`src/rtl/uart_apb_master.sv`:
```
// APB initiator for the uart_top register port: one command -> one APB transfer -> one response.
// Absorbs slave wait states and aborts a transfer that waits TIMEOUT_CYC consecutive cycles.
module uart_apb_master #(
    parameter int ADDR_W      = 5,
    parameter int DATA_W      = 32,
    parameter int TIMEOUT_CYC = 16
) (
    input  logic              clk_i,
    input  logic              reset_i,
    input  logic              cmd_valid_i,
    output logic              cmd_ready_o,
    input  logic              cmd_write_i,
    input  logic [ADDR_W-1:0] cmd_addr_i,
    input  logic [DATA_W-1:0] cmd_wdata_i,
    output logic              rsp_valid_o,
    input  logic              rsp_ready_i,
    output logic [DATA_W-1:0] rsp_rdata_o,
    output logic              rsp_err_o,
    output logic              rsp_timeout_o,
    output logic              busy_o,
    output logic              psel_o,
    output logic              penable_o,
    output logic              pwrite_o,
    output logic [ADDR_W-1:0] paddr_o,
    output logic [DATA_W-1:0] pwdata_o,
    input  logic [DATA_W-1:0] prdata_i,
    input  logic              pready_i,
    input  logic              pslverr_i
);

    localparam int CNT_W = (TIMEOUT_CYC > 0) ? $clog2(TIMEOUT_CYC + 1) : 1;
    localparam bit TO_EN = (TIMEOUT_CYC > 0);
    localparam logic [CNT_W-1:0] WAIT_LAST = CNT_W'((TIMEOUT_CYC > 0) ? TIMEOUT_CYC - 1 : 0);

    typedef enum logic [1:0] {
        IDLE,
        SETUP,
        ACCESS,
        RESP
    } state_t;

    state_t            state_q, state_d;
    logic [CNT_W-1:0]  wait_q, wait_d;
    logic              psel_d, penable_d, pwrite_d;
    logic [ADDR_W-1:0] paddr_d;
    logic [DATA_W-1:0] pwdata_d;
    logic              rsp_valid_d, rsp_err_d, rsp_timeout_d, busy_d;
    logic [DATA_W-1:0] rsp_rdata_d;

    assign cmd_ready_o = (state_q == IDLE);

    always_ff @(posedge clk_i or posedge reset_i) begin
        if (reset_i) begin
            state_q <= IDLE;
        end else begin
            state_q <= state_d;
        end
    end

    always_comb begin
        state_d       = state_q;
        wait_d        = wait_q;
        psel_d        = psel_o;
        penable_d     = penable_o;
        pwrite_d      = pwrite_o;
        paddr_d       = paddr_o;
        pwdata_d      = pwdata_o;
        rsp_valid_d   = rsp_valid_o;
        rsp_rdata_d   = rsp_rdata_o;
        rsp_err_d     = rsp_err_o;
        rsp_timeout_d = rsp_timeout_o;

        unique case (state_q)
            IDLE: begin
                if (cmd_valid_i) begin
                    state_d   = SETUP;
                    psel_d    = 1'b1;
                    penable_d = 1'b0;
                    pwrite_d  = cmd_write_i;
                    paddr_d   = cmd_addr_i;
                    pwdata_d  = cmd_wdata_i;
                    wait_d    = '0;
                end
            end
            SETUP: begin
                state_d   = ACCESS;
                penable_d = 1'b1;
            end
            ACCESS: begin
                // Completion is checked first so a ready on the timeout cycle still wins.
                if (pready_i) begin
                    state_d       = RESP;
                    psel_d        = 1'b0;
                    penable_d     = 1'b0;
                    rsp_valid_d   = 1'b1;
                    rsp_rdata_d   = pwrite_o ? '0 : prdata_i;
                    rsp_err_d     = pslverr_i;
                    rsp_timeout_d = 1'b0;
                end else begin
                    wait_d = wait_q + 1'b1;
                    if (TO_EN && (wait_q == WAIT_LAST)) begin
                        state_d       = RESP;
                        psel_d        = 1'b0;
                        penable_d     = 1'b0;
                        rsp_valid_d   = 1'b1;
                        rsp_rdata_d   = '0;
                        rsp_err_d     = 1'b1;
                        rsp_timeout_d = 1'b1;
                    end
                end
            end
            RESP: begin
                if (rsp_ready_i) begin
                    state_d     = IDLE;
                    rsp_valid_d = 1'b0;
                end
            end
            default: state_d = IDLE;
        endcase

        busy_d = (state_d != IDLE);
    end

    always_ff @(posedge clk_i or posedge reset_i) begin
        if (reset_i) begin
            wait_q        <= '0;
            psel_o        <= 1'b0;
            penable_o     <= 1'b0;
            pwrite_o      <= 1'b0;
            paddr_o       <= '0;
            pwdata_o      <= '0;
            rsp_valid_o   <= 1'b0;
            rsp_rdata_o   <= '0;
            rsp_err_o     <= 1'b0;
            rsp_timeout_o <= 1'b0;
            busy_o        <= 1'b0;
        end else begin
            wait_q        <= wait_d;
            psel_o        <= psel_d;
            penable_o     <= penable_d;
            pwrite_o      <= pwrite_d;
            paddr_o       <= paddr_d;
            pwdata_o      <= pwdata_d;
            rsp_valid_o   <= rsp_valid_d;
            rsp_rdata_o   <= rsp_rdata_d;
            rsp_err_o     <= rsp_err_d;
            rsp_timeout_o <= rsp_timeout_d;
            busy_o        <= busy_d;
        end
    end

endmodule

```
`config.mk`:
```
export PLATFORM = sky130hd
export DESIGN_NAME = uart_apb_master
export DESIGN_NICKNAME = d
export VERILOG_FILES = /design/src/rtl/uart_apb_master.sv
export SDC_FILE = /design/constraint.sdc
export NUM_CORES = 1
export LEC_CHECK = 0
export CORE_MARGIN = 10
export CORE_UTILIZATION = 43
export DETAILED_ROUTE_END_ITERATION = 8
export PLACE_DENSITY = 0.79
export SYNTH_ARGS = -nofsm -noshare
export SYNTH_HDL_FRONTEND = slang
export SYNTH_SLANG_ARGS = --single-unit
```
`constraint.sdc`:
```
create_clock -name clk_i -period 3.55 [get_ports clk_i]
set_input_delay 0.71 -clock clk_i [delete_from_list [all_inputs] [get_ports clk_i]]
set_output_delay 0.71 -clock clk_i [all_outputs]
set_load 0.02 [all_outputs]
```
Word-level counts from Yosys, hierarchy flattened
Cells that the tools add are included.
Word-level totals
  flip-flop bits (word level): 83
  latch bits: 0
  RAM bits: 0
  ROM bits: 0
  bits of input ports: 76
  output and inout bits: 77
  logic and storage cells: 56
  memories: 0
Operators by class
  $add $sub $neg: 1
  $mul: 0
  div/mod/pow operators: 0
  $lt $le $gt $ge: 0
  equality and inequality tests: 8
  shifts and indexed selects: 0
  multiplexer cells: 23
  bitwise gates (word level): 0
  reductions and logical operators: 12
Operator list (count)
  $mux 32: 3
  $reduce_and 3->1: 4
  $mux 5: 2
  $pmux 5 s2: 1
  $mux 1: 9
  $mux 2: 4
  $pmux 2 s4: 1
  $reduce_bool 2->1: 4
  $ne 2x2->1 const B: 3
  $add 5x1->5 const B: 1
  $eq 5x4->1 const B: 1
  $eq 2x2->1 const B: 2
  $pmux 1 s2: 2
  $reduce_and 2->1: 2
  $ne 3x3->1 const B: 1
  $pmux 1 s3: 1
  $reduce_bool 3->1: 1
  $eq 2x1->1 const B: 1
  $logic_not 2->1: 1

Longest topological paths before layout
  depth in word-level cells: 5
  mapped depth: 6
  gate-level depth less buffers: 5

Worst setup path after synthesis
OpenSTA, ideal clock, no wires.
  path type: input port to flip-flop
  start: input port cmd_valid_i
  end: register paddr_o[4]
  library setup time: 125 ps
  arrival time: 1626 ps
  data required time: 3425 ps
  setup slack: 1798 ps
  stages: 4
  path buffers: 2
  cells stage by stage: or3b_1 > buf_6 > buf_6 > mux2_4
Between the ends
  longest elaborated chain between the ends: 1
RTL lines
  start: declaration: RTL line 10  | input logic cmd_valid_i,
  $reduce_and 2->1 (no source line)
  end signal: assignment: RTL line 142  | paddr_o <= paddr_d;
  end: declaration: RTL line 24  | output logic [ADDR_W-1:0] paddr_o,
Every way passes these cells.
A chain may end at the register's enable or synchronous reset.

Worst setup path after layout
  start: register state_q[0]
  end: output port cmd_ready_o
Between the ends
  longest elaborated chain between the ends: 1
RTL lines
  start: declaration: RTL line 42  | state_t state_q, state_d;
  start signal: assignment: RTL line 56  | state_q <= state_d;
  $logic_not 2->1: RTL line 50  | assign cmd_ready_o = (state_q == IDLE);
  end: declaration: RTL line 11  | output logic cmd_ready_o,
Every way passes these cells.

==> metrics.cfg <==
[routing]
vias_per_cell = 4.993
routed.top_layer = met4
wl_met3_microns = 789
post_drt_wl_per_cell_microns = 18.78
met2_length_microns = 5019
m1WireLength_microns = 4285
vias = 2696
wl_microns = 10140
drt_drc_violations_left = 0
drt_iter0_markers = 181
firstDrtPassIters = 4
antenna_left = 0

[setup_path]
worstSetupEndpointType = output port
r2r-start = state_q[1]$_DFF_PP0_
worstSetupPathType = reg2out
cp-start-kind = flip-flop
crit_path_start = state_q[0]$_DFF_PP0_
crit_required_ns = 2.84
crit_cells = 2
critPathMaxFanout = 10
cp_top_family = buffers and inverters
worst_path_max_delay_cell = clkdlybuf4s50_1
reg2reg_depth = 5
cp_cell_sequence = nor2_1 -> clkdlybuf4s50_1
critPathBufInv = 1
slowest_delay_ns = 0.65
critPathArrivalTime_ns = 1.68

[clock_tree]
cts_setup_buffers = 0
clk_pin_slew_worst_paths_ns = 0.09
cts.sinks = 83
cts_max_path_buffers = 2
cts_buffers = 9
clk_latency_ns = 0.35
cts_tree = done
cts_resized = 0
cts_hold_buf = 0
root_buffer = clkbuf_8
h-tree-depth = 3

[sta]
rsz0062_at_grt = false
setup_violations = 0
slew_viol_final = 0
fin_crit_sh = 0.6744
fin_crit_ns = 2.394
finalSetupTns_ns = 0
max_freq_mhz = 417.7
hold_viol = 0
tightest_slew_ns = 0.7942
fin_skew_ns = 0.01375
fin_hold_ws_ns = 0.4932
slew_headroom = 0.4705

[hold_path]
hold_class = reg2reg
hold-path-cell-count = 2
hold_start = rsp_valid_o$_DFFE_PP0P_

[final_layout]
final_core_util = 0.6587
area_delta_synth_final_pct = 49.22
drive_gt1_frac = 0.1448
diodes = 0
fin_nets = 508

[power]
p_leak_nw = 2.398
irDropWorstVdd_v = 0.0003844
p_per_area_mw_per_mm2 = 891.0

[grt]
grt_max_degree = 84
grt_pass1_vias = 2921
gr-total-overflow = 0
grt.total_usage = 0.1585
grt_pass1_wl_microns = 16190
antenna_found_initial = 0

[floorplan]
io_pins = 153
start_util = 0.4414
die_area_sq_mm = 0.01251
die_y_microns = 111.8
die_w_microns = 111.8
core_sq_mm = 0.008217
fp-row-count = 33

[placement]
place_hpwl_microns = 7308
gp_congestion = 0.7621
io_buffers = 152

[synthesis]
synth_top_area_frac = 0.5726
syn-cell-area_sq_mm = 0.003627
ys_ff_latch = 83
synth_area_per_cell_sq_um = 12.86
yosysTopAreaCell = dfrtp_1
synth.area.top_cells = dfrtp_1 (57%), mux2_4 (15%), nand4b_1 (7.7%)
synth_cell_types = 30
yosys_warnings = 0
synthesis.nets = 360
syn_inst = 282
ys_seq_area_frac = 0.5726

[run_status]
outcome = finished clean

[job]
max_cap_violations = 0

[layout by cell type, fill, tap and decap left out, drive strengths merged]
cell           synthesis  layout
clkdlybuf4s50          0     152
o22ai                  1       1
o21a                   1       1
ha                     2       2
o211ai                 2       2
and3                   1       1
nor3                   1       1
inv                   37      37
nand3                  3       3
or3b                   2       2
buf                    9       6
nor2b                  2       2
a22o                   3       3
bufinv                 0       2
clkinvlp               0       1
dfrtp                 83      83
o21ai                 37      37
nor2                   2       2
o22a                   1       1
clkinv                 0       2
a21oi                  3       3
nand2                  5       5
or3                    2       2
nand4b                32      32
clkbuf                12      11
mux2                  38      38
o31ai                  2       2
a21o                   1       1
[cells by family after synthesis]
kind of cell	count (synthesis)	synth area share
AOI/OAI and AO/OA	51	0.07899
and+or+nand+nor	50	0.1042
adders and majority gates	2	0.006898
buffers and inverters	58	0.08106
muxes	38	0.1563
DFF	83	0.5726
[worst paths after layout]
path	endpoint	slack, ns
worst max-delay path	cmd_ready_o	1.16
worst min-delay path	rsp_valid_o$_DFFE_PP0P_	0.49
worst max register to register	rsp_rdata_o[4]$_DFFE_PP0P_	1.20
worst min register to register	rsp_valid_o$_DFFE_PP0P_	0.49
max in group asynchronous	psel_o$_DFFE_PP0P_	2.44
min in group asynchronous	rsp_rdata_o[1]$_DFFE_PP0P_	0.78
[Yosys cell counts]
| cell type | instances |
|---|---|
| and3_1 | 1 |
| or3b_1 | 1 |
| a21o_1 | 1 |
| nand3_1 | 3 |
| buf_6 | 3 |
| buf_4 | 1 |
| buf_12 | 3 |
| mux2_2 | 1 |
| o21a_1 | 1 |
| nor3_1 | 1 |
| ha_1 | 2 |
| o22ai_1 | 1 |
| a22o_1 | 3 |
| inv_1 | 37 |
| buf_2 | 1 |
| o21ai_0 | 37 |
| or3b_4 | 1 |
| o22a_1 | 1 |
| o31ai_1 | 2 |
| clkbuf_1 | 12 |
| a21oi_1 | 3 |
| mux2_4 | 37 |
| nor2_1 | 2 |
| buf_1 | 1 |
| nand4b_1 | 32 |
| or3_1 | 2 |
| nor2b_1 | 2 |
| o211ai_1 | 2 |
| nand2_1 | 5 |
| dfrtp_1 | 83 |
[state kept, by name, summed over array words and instances, names as in the netlist]
name,cells
pwdata_o,32
rsp_rdata_o,32
paddr_o,5
wait_q,5
state_q,2
busy_o,1
penable_o,1
psel_o,1
pwrite_o,1
rsp_err_o,1
rsp_timeout_o,1
rsp_valid_o,1
[layer usage]
layer,GRT usage,up-vias
li1,-,1266
met1,0.1943,1331
met2,0.2580,94
met3,0.06227,5
met4,0.03342,0
met5,0,-
[tightest hold or removal path, stage by stage, from the launching register on]
cell     delay, ns
dfrtp_1       0.35
nand2_1       0.05
nand2_1       0.06
[power by group]
| group | internal (W) | leakage [nW] | switching [W] |
|---|---|---|---|
| Clock | 0.000420 | 0.110 | 0.000348 |
| Combinational | 0.00128 | 1.26 | 0.00115 |
| Sequential | 0.00137 | 1.03 | 0.000265 |
| Total | 0.00306 | 2.40 | 0.00176 |
[stage by stage]
step / total power (W) / area [sq um] / worst slack (ns) / instances
2_1_floorplan: 0.003002 / 3627 / 0.7032 / 282
3_3_place_gp: 0.004022 / 5186 / 0.8969 / 524
3_5_place_dp: 0.004101 / 5186 / 0.8441 / 524
4_1_cts: 0.004892 / 5413 / 1.127 / 540
5_1_grt: 0.005099 / 5413 / 0.9747 / 540
6_report: 0.004823 / 5413 / 1.156 / 540
[cell type report]
type	instances	area (sq um)
Clock buffer	11	141.4
Timing Repair Buffer	158	1579
Clock inverter	5	85.08
Fill cell	631	2804
Multi-Input combinational cell	141	1259
Sequential cell	83	2077
Tap cell	105	131.4
Inverter	37	140.1
No activity file was read; power rests on OpenSTA's default activity.
